File: config.mk
export PLATFORM = sky130hd
export DESIGN_NAME = timer_dev
export DESIGN_NICKNAME = d
export VERILOG_FILES = /design/src/rtl/timer_dev.sv
export SDC_FILE = /design/constraint.sdc
export NUM_CORES = 1
export LEC_CHECK = 0
export ABC_AREA = 0
export CORE_MARGIN = 5
export CORE_UTILIZATION = 48
export DETAILED_ROUTE_END_ITERATION = 10
export GPL_TIMING_DRIVEN = 0
export HOLD_SLACK_MARGIN = 0.03
export PLACE_DENSITY = 0.76
export SLEW_MARGIN = 20
export SYNTH_ARGS = -nofsm -noshare
export SYNTH_HDL_FRONTEND = slang
export SYNTH_SLANG_ARGS = --single-unit
File: constraint.sdc
create_clock -name clk -period 2.2 [get_ports clk]
set_input_delay 0.44 -clock clk [delete_from_list [all_inputs] [get_ports clk]]
set_output_delay 0.44 -clock clk [all_outputs]
set_load 0.03 [all_outputs]
File: src/rtl/timer_dev.sv
// Programmable down-counting timer on the data-memory load/store path.
// One-shot and auto-reload modes with a maskable interrupt request.
module timer_dev (
    input  logic        clk,
    input  logic        reset,
    input  logic [1:0]  addr,
    input  logic        we,
    input  logic [31:0] wdata,
    output logic [31:0] rdata,
    output logic        irq
);

    localparam int unsigned DATA_W = 32;
    localparam int unsigned CTRL_W = 4;

    localparam logic [1:0] ADDR_CTRL   = 2'd0;
    localparam logic [1:0] ADDR_PRESET = 2'd1;
    localparam logic [1:0] ADDR_COUNT  = 2'd2;
    localparam logic [1:0] MODE_RELOAD = 2'b01;

    typedef enum logic [1:0] {
        IDLE = 2'd0,
        LOAD = 2'd1,
        CNT  = 2'd2,
        INT  = 2'd3
    } state_t;

    state_t              state,     state_nxt;
    logic                ctrl_en,   ctrl_en_nxt;
    logic [1:0]          ctrl_mode, ctrl_mode_nxt;
    logic                ctrl_im,   ctrl_im_nxt;
    logic [DATA_W-1:0]   preset,    preset_nxt;
    logic [DATA_W-1:0]   count,     count_nxt;
    logic                irq_flag,  irq_flag_nxt;

    // State and register file
    always_ff @(posedge clk) begin
        if (reset) begin
            state     <= IDLE;
            ctrl_en   <= 1'b0;
            ctrl_mode <= 2'b00;
            ctrl_im   <= 1'b0;
            preset    <= '0;
            count     <= '0;
            irq_flag  <= 1'b0;
        end else begin
            state     <= state_nxt;
            ctrl_en   <= ctrl_en_nxt;
            ctrl_mode <= ctrl_mode_nxt;
            ctrl_im   <= ctrl_im_nxt;
            preset    <= preset_nxt;
            count     <= count_nxt;
            irq_flag  <= irq_flag_nxt;
        end
    end

    // Next-state: FSM first, then bus writes override (a CTRL write beats the one-shot EN clear)
    always_comb begin
        state_nxt     = state;
        ctrl_en_nxt   = ctrl_en;
        ctrl_mode_nxt = ctrl_mode;
        ctrl_im_nxt   = ctrl_im;
        preset_nxt    = preset;
        count_nxt     = count;
        irq_flag_nxt  = irq_flag;

        case (state)
            IDLE: begin
                if (ctrl_en) begin
                    state_nxt = LOAD;
                end
            end
            LOAD: begin
                if (!ctrl_en) begin
                    state_nxt = IDLE;
                end else begin
                    count_nxt = preset;
                    state_nxt = CNT;
                end
            end
            CNT: begin
                if (!ctrl_en) begin
                    state_nxt = IDLE;
                end else if (count > DATA_W'(1)) begin
                    count_nxt = count - DATA_W'(1);
                end else begin
                    count_nxt    = '0;
                    irq_flag_nxt = 1'b1;
                    state_nxt    = INT;
                end
            end
            INT: begin
                if (ctrl_mode == MODE_RELOAD) begin
                    irq_flag_nxt = 1'b0;
                end else begin
                    ctrl_en_nxt = 1'b0;
                end
                state_nxt = IDLE;
            end
            default: state_nxt = IDLE;
        endcase

        if (we) begin
            case (addr)
                ADDR_CTRL: begin
                    ctrl_en_nxt   = wdata[0];
                    ctrl_mode_nxt = wdata[2:1];
                    ctrl_im_nxt   = wdata[3];
                    irq_flag_nxt  = 1'b0;
                end
                ADDR_PRESET: begin
                    preset_nxt   = wdata;
                    irq_flag_nxt = 1'b0;
                end
                default: ;
            endcase
        end
    end

    // Read mux; COUNT and the reserved slot ignore writes
    always_comb begin
        rdata = '0;
        case (addr)
            ADDR_CTRL:   rdata = DATA_W'({ctrl_im, ctrl_mode, ctrl_en});
            ADDR_PRESET: rdata = preset;
            ADDR_COUNT:  rdata = count;
            default:     rdata = '0;
        endcase
    end

    assign irq = ctrl_im & irq_flag;

    logic unused_ok;
    assign unused_ok = &{1'b0, CTRL_W[0]};

endmodule

### Yosys cells after proc, flatten, opt, wreduce, memory -nomap -nowiden

Index checks and enable logic that the tools add are counted.

* multiplexer cells: 20
* $lt $le $gt $ge: 1
* equality and inequality tests: 10
* bitwise operators: 1
* reductions and logical operators: 8
* add/sub/neg operators: 1

Operators by type and width (count)
* 32-bit 2-to-1 mux: 3
* 32-bit case mux with 3 select lines: 1
* 32-bit case mux with 2 select lines: 1
* 32-bit by 1-bit > comparator with 1-bit output, second input constant: 1
* 32-bit by 1-bit subtractor with 32-bit output, second input constant: 1
* 1-bit 2-to-1 mux: 9
* 2-bit 2-to-1 mux: 4
* 2-bit case mux with 4 select lines: 1
* 2-bit by 1-bit == test with 1-bit output, second input constant: 3
* 2-bit == test, second input constant: 3
* 2-bit != test, second input constant: 3
* 2-bit AND reduction: 3
* 2-bit logical NOT: 2
* 3-bit != test, second input constant: 1
* 3-bit AND reduction: 1
* 1-bit case mux with 2 select lines: 1
* 2-bit nonzero test: 1
* 2-bit OR reduction: 1
* 1-bit bitwise AND: 1

* bits in registers: 71
* output and inout bits: 33
* logic and storage cells: 48
* input bits: 37

### Depth between registers and ports, before layout

* word-level depth: 6
* mapped depth: 8
* depth with buffers taken out: 7

### Worst setup path before layout

OpenSTA, ideal clock, no wires.

* kind: input-to-output
* start: input addr[1]
* end: output rdata[10]
* setup slack: -0.015 ns
* data required time: 1.760 ns
* stages: 5
* path buffers: 3
* arrival time: 1.775 ns
* cell sequence: clkbuf_1 nor2b_1 clkbuf_1 buf_1 a22o_1

* longest elaborated chain between the ends: 2
* elaborated cells between the ends (all ways): 4
* those cells by class: eq/ne (2); mux (1); reduce/logical (1)

Ends and longest elaborated chain
* start: declaration: RTL line 6 `input logic [1:0] addr,`
* 2-bit == test, or another cell as far along: RTL line 123 `case (addr)`
* 32-bit case mux with 3 select lines *: RTL line 123
* end: declaration: RTL line 9 `output logic [31:0] rdata,`

Mark *: on every way between the ends. The rest lies on a longest branch, timed or not.

### Worst setup path after layout

* start: register count[5]
* end: register count[4]

* longest elaborated chain between the ends: 4

Ends and longest elaborated chain
* start: declaration: RTL line 33 `logic [DATA_W-1:0] count, count_nxt;`
* start signal: assignment: RTL line 52 `count <= count_nxt;`
* 32-bit by 1-bit > comparator with 1-bit output: RTL line 84 `end else if (count > DATA_W'(1)) begin`
* 32-bit 2-to-1 mux: RTL line 84
* 32-bit 2-to-1 mux: RTL line 82 `if (!ctrl_en) begin`
* 32-bit case mux with 2 select lines: RTL line 67 `case (state)`

No other way between the ends. The select of a mux whose other input is x is not followed.
A chain may end at the register's enable or synchronous reset.

==> summary by stage <==
Worst setup path
Along the worst path, the maximum fanout reaches 7. At the worst endpoint, the required time is 2.41 ns. The critical path is of the flip-flop to flip-flop type.

For the worst setup path, the data arrival time is approximately 2.4 ns. The depth of the worst register-to-register path is 6. The startpoint identified for the worst register-to-register timing path is count[5]$_SDFFE_PP0P_. The sort of element at the end of the critical path is a flip-flop. The element type at the critical path start is a flip-flop. The endpoint of the worst register-to-register path is count[4]$_SDFFE_PP0P_.

The minimum setup slack among reg-to-reg paths is approximately 0.046 ns.

Final layout
After the last flow step, the layout net total stands at 665. The register area is about 1400 um2. The number of filler cells placed in the layout is 759. The final standard cell utilization of the core is 0.625. In the layout the commonest cells are sky130_fd_sc_hd__nand2_1 (89), sky130_fd_sc_hd__dfxtp_1 (64), sky130_fd_sc_hd__a21oi_1 (54). The multi-input gate area in the final layout is 2640 um2. Relative to the synthesized area, the layout overhead comes to 29.0%. The repair_antennas step left the layout with diodes totalling 0. The library cell used most frequently in the layout, excluding fill and tap cells, is sky130_fd_sc_hd__nand2_1.

The final instance count without filler cells is between 700 and 800. The fraction of layout instances using a drive strength above 1 is 0.230. The total non-filler cell area in the finished layout is about 5400 um2.

Pwr
The switching share of total power is 0.261. The clock network power share is 0.408. Of the total power, registers draw 0.500.

The switching component of the power is slightly below 700 uW. The internal portion of the total power is slightly below 2 mW. Of the total power, combinational logic draws 0.092. In this run the static leakage power is 2.16 nW. The total power density per cell area is between 400 and 500 nW/um2. The worst IR drop on VDD is between 0.2 and 0.3 mV.

Floorplan
The floorplan step defined a die boundary enclosing between 10000 and 15000 um2. 70 I/O pins were placed. The core footprint is 8590 um2. The die extent in x is 103 um. The height of the die is approximately 100 um.

The number of placement rows is 34. The effective utilization at floorplan is 0.484.

Drt
The first-pass detailed-route iteration total is 5. After detailed routing, the average wire length per cell comes to 21.5 um. The final routed wirelength across all metal layers is around 16000 um. The final route contains between 4000 and 5000 vias. The via density per instance is roughly 6.6. The violation count after the first detailed-routing iteration is 507. The post-detailed-route count of antenna-violating nets is 0. The number of DRC violations after detailed routing is 0.

Outcome
The run finished with clean final reports.

Job
Across the run, the number of max-cap violations was 0.

Synth
After technology mapping, the gate count stands at 540. After synthesis, the share of flip-flops with an asynchronous set or reset is 0. The Yosys step of the flow raised 0 warnings. The number of nets handed over by synthesis was 579.

The count of flip-flops with a built-in enable after synthesis is 0. Averaged over all synthesized cells, the footprint is about 7.7 um2. The post-synth design cell area is around 4200 um2. For this run, the register share of the synthesized area comes to 0.341. After synthesis, the netlist uses 59 different library cells.

In the synthesized netlist the dominant register cell turns out to be sky130_fd_sc_hd__dfxtp_1. Synthesis inferred a little over 70 register bits.

Placed design
The wire-length estimate of the detail-placed layout is 11200 um. OpenSTA, run right after detailed placement, puts the worst setup slack at -1.26 ns. The congestion estimate from routability-driven global placement came to 0.958. In this run the tool buffered the top-level ports with between 60 and 70 buffer cells.

The placed instance area is approximately 5000 um2. The number of placed instances, taps included, is 715.

Timing
The aggregate negative setup slack is 0 ns. Setup repair after global routing could not meet its margin everywhere. The final-report hold violation count was 0. The clock arrives with 0.00550 ns of skew. After layout, the worst setup slack is around 0.046 ns. In the finished design, the share of the clock period the worst path needs comes to 0.979.

In this run the tightest slew margin relative to its limit is 0.432. The transition at the pin with the smallest max-transition slack is about 0.85 ns. The number of endpoints failing setup at the final stage is 0. For this run, the top clock speed supported by timing is ~0.46 GHz. The shortest clock period the worst path allows after layout is between 2 and 2.5 ns.

The number of pins with negative max-slew slack in the final report came to 0.

Global route
The number of antenna violations at the first check in global routing is 0. Entering global routing, the biggest net connects 13 pins. The total congestion overflow is 0. The via count of the first global-routing pass is 4697. The all-layer global routing usage is 0.302.

The wire length of the first global-routing pass is 24600 um.

CTS
The clock input transition at the sequential cells of the worst setup and hold paths is around 0.08 ns. The clock tree from TritonCTS is done. The number of clock buffers added by TritonCTS is 9.

The buffer cell driving the clock tree root is sky130_fd_sc_hd__clkbuf_8. The count of hold-fix buffers inserted at cts is 0. CTS saw 71 sinks. The source-to-sink clock delay at the later pin of the worst-skew pair is 0.36 ns. The longest clock path from root to sink contains 2 buffers.

The maximum level of the CTS H-tree is 3.

Hold path
The worst hold path terminates at preset[27]$_SDFFE_PP0P_. The number of cells traversed by the worst hold path is 2. The worst hold path begins at preset[27]$_SDFFE_PP0P_.

The path class of the tightest hold or removal check is flip-flop to flip-flop.
-- layout make-up --
class                      count  area share
multi-input combinational    405       0.492
sequential                    71       0.267
timing repair buffer          86       0.126
buffer                        46      0.0487
clock buffer                  10      0.0256
tap                          108      0.0252
clock inverter                 5      0.0107
inverter                       7     0.00489
-- layer usage --
layer | up-vias | wire length [um] | track usage
met5 | - | 0 | 0
met4 | 0 | 668 | 0.151
met3 | 76 | 1780 | 0.0758
met2 | 299 | 7100 | 0.463
met1 | 2311 | 6330 | 0.395
li1 | 2179 | - | -
-- per-stage QoR --
stage          hold slack [ns]  total power [mW]
3_3_place_gp             0.460              1.59
2_1_floorplan            0.445              1.46
3_5_place_dp             0.465              1.59
5_1_grt                  0.501              2.73
6_report                 0.475              2.66
4_1_cts                  0.475              2.66
-- worst max-delay path by stage --
stage          slack (ns)  cells after the start                     end                  start
4_1_cts             -0.05                      6                rdata[4]                addr[0]
5_1_grt             -0.01                      7  count[19]$_SDFFE_PP0P_  count[2]$_SDFFE_PP0P_
6_report             0.05                      6   count[4]$_SDFFE_PP0P_  count[5]$_SDFFE_PP0P_
3_3_place_gp        -1.28                      6                rdata[4]                addr[0]
2_1_floorplan        0.05                      5               rdata[10]                addr[1]
3_5_place_dp        -1.26                      6                rdata[4]                addr[0]
-- synth_stat cells, drive strengths merged (7+ instances only) --
master  count  share of area
a21oi      54          0.065
a22o       28          0.059
a31oi      21          0.032
and3       14          0.021
buf        14          0.021
clkbuf     43          0.039
dfxtp      71           0.34
inv         7         0.0063
mux2i       8          0.019
nand2      89          0.080
nand3      32          0.044
nand4      17          0.027
nor2       23          0.021
nor2b       7          0.011
nor3       16          0.020
nor4       18          0.042
o21ai       7         0.0084
or3         8          0.013
-- registers in the layout, indices dropped and copies added (netlist names) --
register / cells
count: 32
ctrl_en: 1
ctrl_im: 1
ctrl_mode: 2
irq_flag: 1
preset: 32
state: 2
-- kinds of logic (layout without fill, tap and decap cells) --
group                      Yosys count  after routing  share of synthesized area
DFF                                 71             71                      0.341
adders and majority gates            2              2                    0.00601
xor gates and xnor gates             1              1                    0.00210
AOI/OAI and AO/OA                  145            145                      0.238
buffers and inverters               64            154                     0.0658
muxes                                9              9                     0.0219
and+or+nand+nor                    248            248                      0.325
-- timing repair --
item / 4_1_cts / 5_1_grt
setup buffers: 10 / 9
setup endpoints to repair: 80 / 52
gates resized for setup: 179 / 38
pin swaps: 6 / 13
-- power by group through the flow --
stage | registers [mW] | clock network [mW] | logic [mW]
after floorplan | 1.35 | 0 | 0.116
after global placement | 1.36 | 0 | 0.230
after detailed placement | 1.36 | 0 | 0.234
after CTS | 1.33 | 1.09 | 0.239
after global routing | 1.33 | 1.14 | 0.261
final | 1.33 | 1.08 | 0.244
-- worst max-delay path: stages, from the launching register on --
cell,delay (ns)
sky130_fd_sc_hd__dfxtp_4,0.38
sky130_fd_sc_hd__or4_4,0.57
sky130_fd_sc_hd__nor4_4,0.37
sky130_fd_sc_hd__nand3_4,0.19
sky130_fd_sc_hd__buf_4,0.21
sky130_fd_sc_hd__a31oi_2,0.19
sky130_fd_sc_hd__o32ai_1,0.10
(Power assumes the default switching activity.)
